## src/rtl/hazard_scheduler_pkg.sv

```systemverilog
// Shared definitions for the hazard scheduler: RV32 major opcodes, the flush
// FSM state encoding and the canonical NOP instruction word.
package hazard_scheduler_pkg;

    localparam logic [6:0] OP     = 7'b0110011;
    localparam logic [6:0] OP_IMM = 7'b0010011;
    localparam logic [6:0] LOAD   = 7'b0000011;
    localparam logic [6:0] STORE  = 7'b0100011;
    localparam logic [6:0] BRANCH = 7'b1100011;
    localparam logic [6:0] JAL    = 7'b1101111;
    localparam logic [6:0] JALR   = 7'b1100111;
    localparam logic [6:0] LUI    = 7'b0110111;
    localparam logic [6:0] AUIPC  = 7'b0010111;
    localparam logic [6:0] SYSTEM = 7'b1110011;

    // addi x0, x0, 0
    localparam logic [31:0] NOP_INSN = 32'h0000_0013;

    typedef enum logic {
        StRun,
        StFlushing
    } state_e;

endpackage

```

## src/rtl/hazard_scheduler_if.sv

```systemverilog
// Signal bundle between the decode/execute/writeback stages and the hazard
// scheduler.
//   master: the pipeline side, drives decode, writeback and jump events
//   slave : the scheduler, drives STALL/FLUSH/NEW_PC/ISSUE/PENDING
interface hazard_scheduler_if;

    logic        DEC_VALID;
    logic [16:0] DEC_OPCODE;  // {opcode[6:0], funct3, funct7}
    logic [4:0]  DEC_RD;
    logic [4:0]  DEC_RS1;
    logic [4:0]  DEC_RS2;
    logic        MMU_WAIT;
    logic        WB_VALID;
    logic [4:0]  WB_RD;
    logic        JUMP_REQ;
    logic [31:0] JUMP_PC;
    logic        STALL;
    logic        FLUSH;
    logic [31:0] NEW_PC;
    logic        ISSUE;
    logic [31:0] PENDING;

    modport master (
        output DEC_VALID, DEC_OPCODE, DEC_RD, DEC_RS1, DEC_RS2, MMU_WAIT,
        output WB_VALID, WB_RD, JUMP_REQ, JUMP_PC,
        input  STALL, FLUSH, NEW_PC, ISSUE, PENDING
    );

    modport slave (
        input  DEC_VALID, DEC_OPCODE, DEC_RD, DEC_RS1, DEC_RS2, MMU_WAIT,
        input  WB_VALID, WB_RD, JUMP_REQ, JUMP_PC,
        output STALL, FLUSH, NEW_PC, ISSUE, PENDING
    );

endinterface

```

## src/rtl/hazard_scheduler_operand_usage.sv

```systemverilog
// Decodes the major opcode into which register fields the instruction uses.
//   opcode_i  : DEC_OPCODE[16:10]
//   use_rs1_o : rs1 is read
//   use_rs2_o : rs2 is read
//   use_rd_o  : rd is written
module hazard_scheduler_operand_usage
    import hazard_scheduler_pkg::*;
(
    input  logic [6:0] opcode_i,
    output logic       use_rs1_o,
    output logic       use_rs2_o,
    output logic       use_rd_o
);

    always_comb begin
        use_rs1_o = 1'b0;
        use_rs2_o = 1'b0;
        use_rd_o  = 1'b0;
        case (opcode_i)
            OP: begin
                use_rs1_o = 1'b1;
                use_rs2_o = 1'b1;
                use_rd_o  = 1'b1;
            end
            OP_IMM, LOAD, JALR, SYSTEM: begin
                use_rs1_o = 1'b1;
                use_rd_o  = 1'b1;
            end
            STORE, BRANCH: begin
                use_rs1_o = 1'b1;
                use_rs2_o = 1'b1;
            end
            JAL, LUI, AUIPC: begin
                use_rd_o  = 1'b1;
            end
            default: ;  // unknown opcodes behave as NOPs
        endcase
    end

endmodule

```

## src/rtl/hazard_scheduler.sv

```systemverilog
// Decode-stage pipeline controller: register-write scoreboard, in-flight
// write limiter and jump flush sequencer.
//   CLK, RST : clock, synchronous active-high reset
//   bus      : slave side of hazard_scheduler_if (decode fields, MMU_WAIT,
//              writeback and jump events in; STALL, FLUSH, NEW_PC, ISSUE,
//              PENDING out)
module hazard_scheduler
    import hazard_scheduler_pkg::*;
#(
    parameter int unsigned MAX_INFLIGHT = 4,
    parameter int unsigned FLUSH_CYCLES = 2
) (
    input logic               CLK,
    input logic               RST,
    hazard_scheduler_if.slave bus
);

    logic        use_rs1, use_rs2, use_rd;
    logic [31:0] pending_q, pending_d;
    logic [31:0] wb_mask, eff;
    logic [3:0]  inflight_q, inflight_d;
    logic [2:0]  cnt_q, cnt_d;
    logic [31:0] new_pc_q, new_pc_d;
    logic        issue_q;
    state_e      state_q, state_d;
    logic        run, hazard, issue, rd_write, wb_dec, inflight_full;
    logic        unused_funct;

    hazard_scheduler_operand_usage u_operand_usage (
        .opcode_i  (bus.DEC_OPCODE[16:10]),
        .use_rs1_o (use_rs1),
        .use_rs2_o (use_rs2),
        .use_rd_o  (use_rd)
    );

    // funct3/funct7 do not affect operand usage.
    assign unused_funct = ^bus.DEC_OPCODE[9:0];

    // Writeback in this cycle already resolves its register (write-through).
    always_comb begin
        wb_mask = '0;
        if (bus.WB_VALID) begin
            wb_mask[bus.WB_RD] = 1'b1;
        end
    end
    assign eff = pending_q & ~wb_mask;

    assign run           = (state_q == StRun);
    assign inflight_full = (inflight_q == 4'(MAX_INFLIGHT));
    assign hazard = (use_rs1 & eff[bus.DEC_RS1]) |
                    (use_rs2 & eff[bus.DEC_RS2]) |
                    (use_rd  & eff[bus.DEC_RD])  |
                    (use_rd  & (bus.DEC_RD != 5'd0) & inflight_full & ~bus.WB_VALID);
    assign issue    = bus.DEC_VALID & ~hazard & ~bus.MMU_WAIT & run & ~bus.JUMP_REQ;
    assign rd_write = issue & use_rd & (bus.DEC_RD != 5'd0);
    assign wb_dec   = bus.WB_VALID & (inflight_q != 4'd0);

    always_comb begin
        // Clear before set so a same-register race leaves the bit set.
        pending_d = pending_q & ~wb_mask;
        if (rd_write) begin
            pending_d[bus.DEC_RD] = 1'b1;
        end
        pending_d[0] = 1'b0;

        inflight_d = inflight_q;
        case ({rd_write, wb_dec})
            2'b10:   inflight_d = inflight_q + 4'd1;
            2'b01:   inflight_d = inflight_q - 4'd1;
            default: ;
        endcase
    end

    always_comb begin
        state_d  = state_q;
        cnt_d    = cnt_q;
        new_pc_d = new_pc_q;
        if (bus.JUMP_REQ) begin
            // Applies in both states: the most recent jump wins.
            state_d  = StFlushing;
            cnt_d    = 3'(FLUSH_CYCLES - 1);
            new_pc_d = bus.JUMP_PC;
        end else if (state_q == StFlushing) begin
            if (cnt_q == 3'd0) begin
                state_d = StRun;
            end else begin
                cnt_d = cnt_q - 3'd1;
            end
        end
    end

    always_ff @(posedge CLK) begin
        if (RST) begin
            state_q    <= StRun;
            cnt_q      <= '0;
            new_pc_q   <= '0;
            pending_q  <= '0;
            inflight_q <= '0;
            issue_q    <= 1'b0;
        end else begin
            state_q    <= state_d;
            cnt_q      <= cnt_d;
            new_pc_q   <= new_pc_d;
            pending_q  <= pending_d;
            inflight_q <= inflight_d;
            issue_q    <= issue;
        end
    end

    assign bus.STALL   = bus.DEC_VALID & hazard & run;
    assign bus.FLUSH   = (state_q == StFlushing);
    assign bus.NEW_PC  = new_pc_q;
    assign bus.ISSUE   = issue_q;
    assign bus.PENDING = pending_q;

endmodule

```

## src/flat_wrapper.sv

```systemverilog
// flat-port wrapper written by rule: the top's interface ports become plain ports
module hazard_scheduler_flat import hazard_scheduler_pkg::*;
#(
    parameter int unsigned MAX_INFLIGHT = 4,
    parameter int unsigned FLUSH_CYCLES = 2
)
  (CLK, RST, bus_DEC_VALID, bus_DEC_OPCODE, bus_DEC_RD, bus_DEC_RS1, bus_DEC_RS2, bus_MMU_WAIT, bus_WB_VALID, bus_WB_RD, bus_JUMP_REQ, bus_JUMP_PC, bus_STALL, bus_FLUSH, bus_NEW_PC, bus_ISSUE, bus_PENDING);
  hazard_scheduler_if bus_i ();
  input logic CLK;
  input logic RST;
  input wire logic [$bits(bus_i.DEC_VALID)-1:0] bus_DEC_VALID;
  input wire logic [$bits(bus_i.DEC_OPCODE)-1:0] bus_DEC_OPCODE;
  input wire logic [$bits(bus_i.DEC_RD)-1:0] bus_DEC_RD;
  input wire logic [$bits(bus_i.DEC_RS1)-1:0] bus_DEC_RS1;
  input wire logic [$bits(bus_i.DEC_RS2)-1:0] bus_DEC_RS2;
  input wire logic [$bits(bus_i.MMU_WAIT)-1:0] bus_MMU_WAIT;
  input wire logic [$bits(bus_i.WB_VALID)-1:0] bus_WB_VALID;
  input wire logic [$bits(bus_i.WB_RD)-1:0] bus_WB_RD;
  input wire logic [$bits(bus_i.JUMP_REQ)-1:0] bus_JUMP_REQ;
  input wire logic [$bits(bus_i.JUMP_PC)-1:0] bus_JUMP_PC;
  output wire logic [$bits(bus_i.STALL)-1:0] bus_STALL;
  output wire logic [$bits(bus_i.FLUSH)-1:0] bus_FLUSH;
  output wire logic [$bits(bus_i.NEW_PC)-1:0] bus_NEW_PC;
  output wire logic [$bits(bus_i.ISSUE)-1:0] bus_ISSUE;
  output wire logic [$bits(bus_i.PENDING)-1:0] bus_PENDING;
  assign bus_i.DEC_VALID = bus_DEC_VALID;
  assign bus_i.DEC_OPCODE = bus_DEC_OPCODE;
  assign bus_i.DEC_RD = bus_DEC_RD;
  assign bus_i.DEC_RS1 = bus_DEC_RS1;
  assign bus_i.DEC_RS2 = bus_DEC_RS2;
  assign bus_i.MMU_WAIT = bus_MMU_WAIT;
  assign bus_i.WB_VALID = bus_WB_VALID;
  assign bus_i.WB_RD = bus_WB_RD;
  assign bus_i.JUMP_REQ = bus_JUMP_REQ;
  assign bus_i.JUMP_PC = bus_JUMP_PC;
  assign bus_STALL = bus_i.STALL;
  assign bus_FLUSH = bus_i.FLUSH;
  assign bus_NEW_PC = bus_i.NEW_PC;
  assign bus_ISSUE = bus_i.ISSUE;
  assign bus_PENDING = bus_i.PENDING;
  hazard_scheduler #(.MAX_INFLIGHT(MAX_INFLIGHT), .FLUSH_CYCLES(FLUSH_CYCLES)) u_core (.CLK(CLK), .RST(RST), .bus(bus_i));
endmodule
```

## config.mk

```make
export PLATFORM = sky130hd
export DESIGN_NAME = hazard_scheduler_flat
export DESIGN_NICKNAME = d
export VERILOG_FILES = /design/src/rtl/hazard_scheduler_pkg.sv /design/src/rtl/hazard_scheduler_if.sv /design/src/rtl/hazard_scheduler_operand_usage.sv /design/src/rtl/hazard_scheduler.sv /design/src/flat_wrapper.sv
export SDC_FILE = /design/constraint.sdc
export NUM_CORES = 1
export LEC_CHECK = 0
export ABC_AREA = 1
export CAP_MARGIN = 20
export CORE_ASPECT_RATIO = 0.75
export CORE_MARGIN = 5
export CORE_UTILIZATION = 25
export DETAILED_ROUTE_END_ITERATION = 10
export SLEW_MARGIN = 40
export SYNTH_ARGS = -nofsm -noshare
export SYNTH_HDL_FRONTEND = slang
export SYNTH_SLANG_ARGS = --single-unit
```

## constraint.sdc

```tcl
create_clock -name CLK -period 3.9 [get_ports CLK]
set_input_delay 0.78 -clock CLK [delete_from_list [all_inputs] [get_ports CLK]]
set_output_delay 0.78 -clock CLK [all_outputs]
set_load 0.01 [all_outputs]
```

==> metrics.md, run 1 <==
| Metric | Value |
|---|---|
| Hold Startpoint | `u_core.cnt_q[0]` |
| Sequence of cells on the critical path | `clkdlybuf4s50_1 > inv_1 > nand3_1 > nand3_1 > nand3_1 > nand3_1 > nand3_1 > nand2_1 > nand2_1 > nand2_1 > nor2_4 > nand3b_1 > inv_1 > clkdlybuf4s15_2` |
| Avg WL per Cell | `15.7 um` |
| Finished Cell Area | `6990 um2` |
| I/O pins | `142` |
| Lkg Pwr | `between 0.002 and 0.003 uW` |
| Number of global-route vias before repair | `approximately 5100` |
| # DRC | `0` |
| Drt first pass iters | `5` |
| Number of hold violations in the final report | `0` |
| Syn Inst Count | `703` |
| Clock H-tree levels | `3` |
| Final Critical Period | `3.76 ns` |
| Final Util | `41.4%` |
| Final setup fails | `0` |
| CTS Sinks | `between 70 and 80` |
| Initial antenna violation count | `2` |
| Worst-path maximum fanout | `15` |
| CP arrival | `2.98 ns` |
| Clk slew on worst S/H paths | `around 0.060 ns` |
| Clock Latency Late Sink | `0.34 ns` |
| CP required | `3.12 ns` |
| Worst setup margin | `0.143 ns` |
| Slowest stage delay, CP | `around 0.44 ns` |
| CTS buffer count | `9` |
| Initial Util | `~26%` |
| Post-synthesis instance area | `about 4300 um2` |
| Layout cells sized above 1 | `18.3%` |
| Clock tree buffer depth | `2` |
| Grt ovf | `0` |
| Placed inst area | `6470 um2` |
| Die Area | `20000 um2` |
| Commonest non-fill, non-tap cell in the layout | `nand2_1` |
| Crit Path Category | `in -> out` |
| Die Width | `162 um` |
| Slew Limit Fails | `0` |
| Antenna viol nets, final | `0` |
| Yosys reg bits | `72` |
| P&R area growth vs syn | `62.2%` |
| Max_cap viols | `0` |
| Crit. End Element | `primary output` |
| PortBufs | `130` |
| Status | `finished clean` |
| Top FF cell, synth | `dfxtp_1` |
| Setup slack, reg-to-reg | `1.06 ns` |
| Pwr dens | `315 nW/um2` |
| RD Place Congestion | `0.968` |
| Cell mode on critical path | `nand3_1` |
| Fin crit share | `96.3%` |
| DP Worst Slack | `-0.382 ns` |
| Slew margin rel. | `60.8%` |
| Placed Cells incl. Taps | `1113` |
| Layout Nets | `992` |
| Length in cells of the worst reg-to-reg path | `23` |
| Root Driver | `clkbuf_16` |
| Vias | `5569` |
| Most frequent cells in the layout | `nand2_1 (129), nand3_1 (126), nor2_1 (119), clkdlybuf4s50_1 (116), buf_4 (90)` |
| Vias per std cell | `approximately 5` |
| Least-Margin Pin Slew | `0.587 ns` |
| Capture point of the worst reg-to-reg path | `u_core.inflight_q[3]` |
| Largest net degree at the start of global routing | `37` |
| Chip height | `124 um` |
| Final wirelength | `around 18 mm` |
| Fmax | `266 MHz` |
| Post-Route Skew | `0.00897 ns` |
| DRT iter0 DRCs | `642` |
| Core footprint | `16900 um2` |
| EDFF count, synth | `0` |
| CTS tree | `yes` |
| Synth unique cells | `26` |
| Seq/Total Area, Yosys | `33.5%` |
| Post-Syn Nets | `784` |
| FP Rows | `41` |
| Hold endpoint | `u_core.cnt_q[0]` |
| Post-DP HPWL | `13.6 mm` |
| Post-synth ARST share | `0%` |
| Reg2reg start | `u_core.bus.PENDING[6]` |
| Worst Hold Depth | `2` |
| Synth warnings | `0` |
| Maximum VDD drop | `0.218 mV` |
| First-pass GRT wire length | `around 27 mm` |
| Synth Area per Inst | `between 6 and 7 um2` |
| Slowest CP cell | `inv_1` |
| Gr usage total | `17.3%` |
| Filler-free cell count of the finished design | `1131` |
| Setup crit start kind | `input pin` |
| Worst hold path class | `reg -> reg` |
## worst max-delay path: cells and delay by family
family	cells	cell delay [ns]
buffers and inverters	4	1.14
and+or+nand+nor	10	1.05
## synth_stat cells, types with 3 or more instances
master | n | area [um2]
nand2_1 | 145 | 544
nor2_1 | 133 | 499
nand3_1 | 131 | 656
dfxtp_1 | 72 | 1440
inv_1 | 50 | 188
a21oi_1 | 44 | 220
o21ai_0 | 38 | 190
nand4_1 | 34 | 213
clkbuf_1 | 16 | 60.1
buf_2 | 7 | 35.0
nor3_1 | 7 | 35.0
ha_1 | 5 | 62.6
buf_6 | 3 | 33.8
## timing repair
action | 4_1_cts | 5_1_grt
cloned | 0 | 0
pin swaps | 0 | 15
gates resized for setup | 7 | 73
setup endpoints to repair | 2 | 2
setup buffers | 0 | 2
hold buffers | 0 | 0
## logic make-up after synthesis
| group | count (synthesis) | synth area share [%] |
|---|---|---|
| AOI/OAI and AO/OA | 87 | 10.4 |
| xor gates and xnor gates | 1 | 0.203 |
| adders and majority gates | 6 | 1.92 |
| buffers and inverters | 81 | 7.87 |
| DFF | 72 | 33.5 |
| other | 1 | 0.0870 |
| and+or+nand+nor | 455 | 46.1 |
## flip-flops by register name, indices dropped and copies added (netlist names)
register,cells
u_core.cnt_q,3
u_core.inflight_q,4
u_core.bus.FLUSH,1
u_core.bus.ISSUE,1
u_core.bus.PENDING,31
u_core.bus.NEW_PC,32
## power breakdown
part	internal, uW	switching (uW)
clock	508	330
combinational	280	286
sequential	775	23.7
total	1560	641
## final cells by class
cell class	count	area [um2]
diodes	1	2.50
clock buffers	10	239
clock inverters	5	57.6
fillers	1744	9890
inverters	52	198
multi-input cells	550	2700
flip-flops and latches	72	1440
well taps	215	269
repair buffers	226	2090
## worst max-delay path by stage
stage / start / endpoint / slack (ns)
2_1_floorplan: bus_WB_RD[0] / u_core.inflight_q[3] / 0.39
3_3_place_gp: bus_WB_RD[2] / u_core.inflight_q[3] / -0.34
3_5_place_dp: bus_WB_VALID / u_core.inflight_q[3] / -0.38
4_1_cts: bus_WB_RD[3] / bus_STALL / 0.02
5_1_grt: bus_DEC_OPCODE[13] / u_core.inflight_q[3] / -0.006
6_report: bus_DEC_RS2[0] / bus_STALL / 0.14
## per-layer routing
metal  vias up  routed length [um]  GRT usage (%)
li1       2771                   -              -
met2       239                7680           26.1
met4         2                 303           4.95
met1      2531                7960           24.3
met3        26                1770           4.80
met5         -                  13              0
## metrics by stage
stage | setup TNS (ns) | hold slack [ns] | total power (uW)
after detailed placement | -0.733 | 0.464 | 1330
after global routing | -0.00609 | 0.504 | 2310
after CTS | 0 | 0.473 | 2170
after floorplan | 0 | 0.443 | 1060
after global placement | -0.662 | 0.458 | 1330
final | 0 | 0.468 | 2200
Power figures use the tool's default switching activity.
==> inputs of run 2 (changes only) <==
--- a/config.mk
+++ b/config.mk
@@ -11,7 +11,6 @@
 export CORE_MARGIN = 5
 export CORE_UTILIZATION = 25
 export DETAILED_ROUTE_END_ITERATION = 10
-export SLEW_MARGIN = 40
 export SYNTH_ARGS = -nofsm -noshare
 export SYNTH_HDL_FRONTEND = slang
 export SYNTH_SLANG_ARGS = --single-unit
==> run 2 against run 1 <==
Global-route usage unchanged. Sequential share of layout area about the same. Worst hold slack about the same. Via count fell by 0.38%. Worst setup slack gained 0.0029 ns. Largest power group unchanged. First-iteration DRC count is 4.0% higher. Largest cell class unchanged. Flip-flop and latch count stayed put. Clock-buffer cell count is the same. Die area is the same. Critical endpoint unchanged.
==> metrics.md, run 2 (synthesis gave the netlist of run 1 again) <==
| Metric | Value |
|---|---|
| Chip height | `124 um` |
| Final Critical Period | `3.75 ns` |
| Grt ovf | `0` |
| Commonest non-fill, non-tap cell in the layout | `nand2_1` |
| Clk slew on worst S/H paths | `0.06 ns` |
| Area of the multi-input gates | `2700 um2` |
| Length in cells of the worst reg-to-reg path | `23` |
| Setup crit start kind | `input pin` |
| Root Driver | `clkbuf_16` |
| First-pass GRT wire length | `27.3 mm` |
| Final wirelength | `17.8 mm` |
| PortBufs | `130` |
| Maximum VDD drop | `0.217 mV` |
| # DRC | `0` |
| Initial Util | `between 20 and 30%` |
| Hold_ws | `around 0.47 ns` |
| CTS Hold Buffers Added | `0` |
| CTS Sinks | `72` |
| Clock tree buffer depth | `2` |
| Clock H-tree levels | `3` |
| Largest net degree at the start of global routing | `37` |
| Setup TNS | `0 ns` |
| Placed Cells incl. Taps | `1113` |
| Clock Latency Late Sink | `0.34 ns` |
| Vias | `5548` |
| Flip-flop and latch area | `1440 um2` |
| Crit. End Element | `primary output` |
| Least-Margin Pin Slew | `0.904 ns` |
| CTS buffer count | `9` |
| Most frequent cells in the layout | `nand2_1 (129), nand3_1 (126), nor2_1 (119), clkdlybuf4s50_1 (116), buf_4 (89)` |
| Number of hold violations in the final report | `0` |
| Vias per std cell | `a little under 5` |
| RD Place Congestion | `approximately 0.97` |
| Worst setup margin | `0.146 ns` |
| Initial antenna violation count | `2` |
| CTS tree | `yes` |
| Gr usage total | `17.3%` |
| Die Area | `20000 um2` |
| Filler-free cell count of the finished design | `1130` |
| Worst Hold Depth | `2` |
| Finished Cell Area | `6980 um2` |
| Lkg Pwr | `0.00290 uW` |
| Core footprint | `16900 um2` |
| Worst hold path class | `reg -> reg` |
| I/O pins | `142` |
| Post-DP HPWL | `13.6 mm` |
| Drt first pass iters | `5` |
| Slew Limit Fails | `0` |
| Final setup fails | `0` |
| CP arrival | `between 2 and 3 ns` |
| Layout cells sized above 1 | `between 10% and 20%` |
| Fmax | `approximately 270 MHz` |
| Fin crit share | `between 90% and 100%` |
| DRT iter0 DRCs | `668` |
| Number of global-route vias before repair | `5077` |
| Crit Path Category | `in -> out` |
| Max FFs per register | `32` |
| FP Rows | `41` |
| Slew margin rel. | `39.7%` |
| Placed inst area | `6470 um2` |
| Unrepaired setup endpoints after global routing | `yes` |
| Pwr dens | `316 nW/um2` |
| Post-Route Skew | `around 0.0084 ns` |
| Avg WL per Cell | `15.7 um` |
| Worst-path maximum fanout | `15` |
| P&R area growth vs syn | `62.1%` |
| Die Width | `roughly 160 um` |
| DP Worst Slack | `-0.386 ns` |
| # fillers | `1739` |
| Layout Nets | `991` |
| Max_cap viols | `0` |
| Status | `finished clean` |
| Antenna viol nets, final | `0` |
| CP required | `3.12 ns` |
==> run 2: changes by cell type in the layout (fill, tap and decap cells not counted) <==
cell     before  now
nand3_4       0    1
nand3_2       5    4
buf_4        90   89
nand2_2      14   15
o21ai_1       2    1
nand2_4       2    1
inv_2         8    7
inv_1        41   42
o21ai_0      36   37
==> run 2: worst paths after layout <==
| path | from | to | slack [ns] |
|---|---|---|---|
| worst max-delay path | bus_DEC_RS2[0] | bus_STALL | 0.15 |
| worst min-delay path | u_core.cnt_q[0] | u_core.cnt_q[0] | 0.47 |
| worst max register to register | u_core.bus.PENDING[6] | u_core.inflight_q[3] | 1.02 |
| worst min register to register | u_core.cnt_q[0] | u_core.cnt_q[0] | 0.47 |
==> run 2: worst max-delay path, stage by stage <==
cell             delay [ns]
clkdlybuf4s50_1        0.42
inv_1                  0.45
nand3_1                0.16
nand3_1                0.12
nand3_1                0.10
nand3_1                0.08
nand3_1                0.08
nand2_1                0.06
nand2_1                0.09
nand2_1                0.13
nor2_4                 0.07
nand3b_1               0.16
inv_1                  0.05
clkdlybuf4s15_2        0.23
==> run 2: what timing repair did <==
action / in CTS / in global routing
buffers inserted: 0 / 1
endpoints found under the setup margin: 2 / 2
pin swaps: 0 / 15
gates resized for setup: 7 / 72
==> run 2: cell type report <==
cell class / instances / share of cell area (%)
multi-input cells: 550 / 38.6
repair buffers: 225 / 29.8
flip-flops and latches: 72 / 20.6
well taps: 215 / 3.85
clock buffers: 10 / 3.42
inverters: 52 / 2.83
clock inverters: 5 / 0.824
diodes: 1 / 0.0358
==> run 2: per-layer routing <==
metal	track usage (%)	up-vias	share of wire [%]
li1	-	2766	-
met2	26.1	234	43
met3	4.80	30	9.5
met1	24.3	2516	45
met5	0	-	0.073
met4	4.95	2	1.9
==> run 2: where the power goes <==
group	total, uW	switching [uW]	internal (uW)
clock network	838	331	508
logic	567	287	280
registers	798	23.6	775
==> run 2: through the flow <==
stage,power [uW],util [%]
2_1_floorplan,1060,-
3_3_place_gp,1330,38.3
3_5_place_dp,1330,38.3
4_1_cts,2170,40.1
5_1_grt,2310,41.4
6_report,2200,41.4
==> inputs of run 3 (changes only) <==
--- a/config.mk
+++ b/config.mk
@@ -6,7 +6,6 @@
 export NUM_CORES = 1
 export LEC_CHECK = 0
 export ABC_AREA = 1
-export CAP_MARGIN = 20
 export CORE_ASPECT_RATIO = 0.75
 export CORE_MARGIN = 5
 export CORE_UTILIZATION = 25
==> results of run 3 <==
The final DEF is identical to that of run 2; final timing and power are the same.
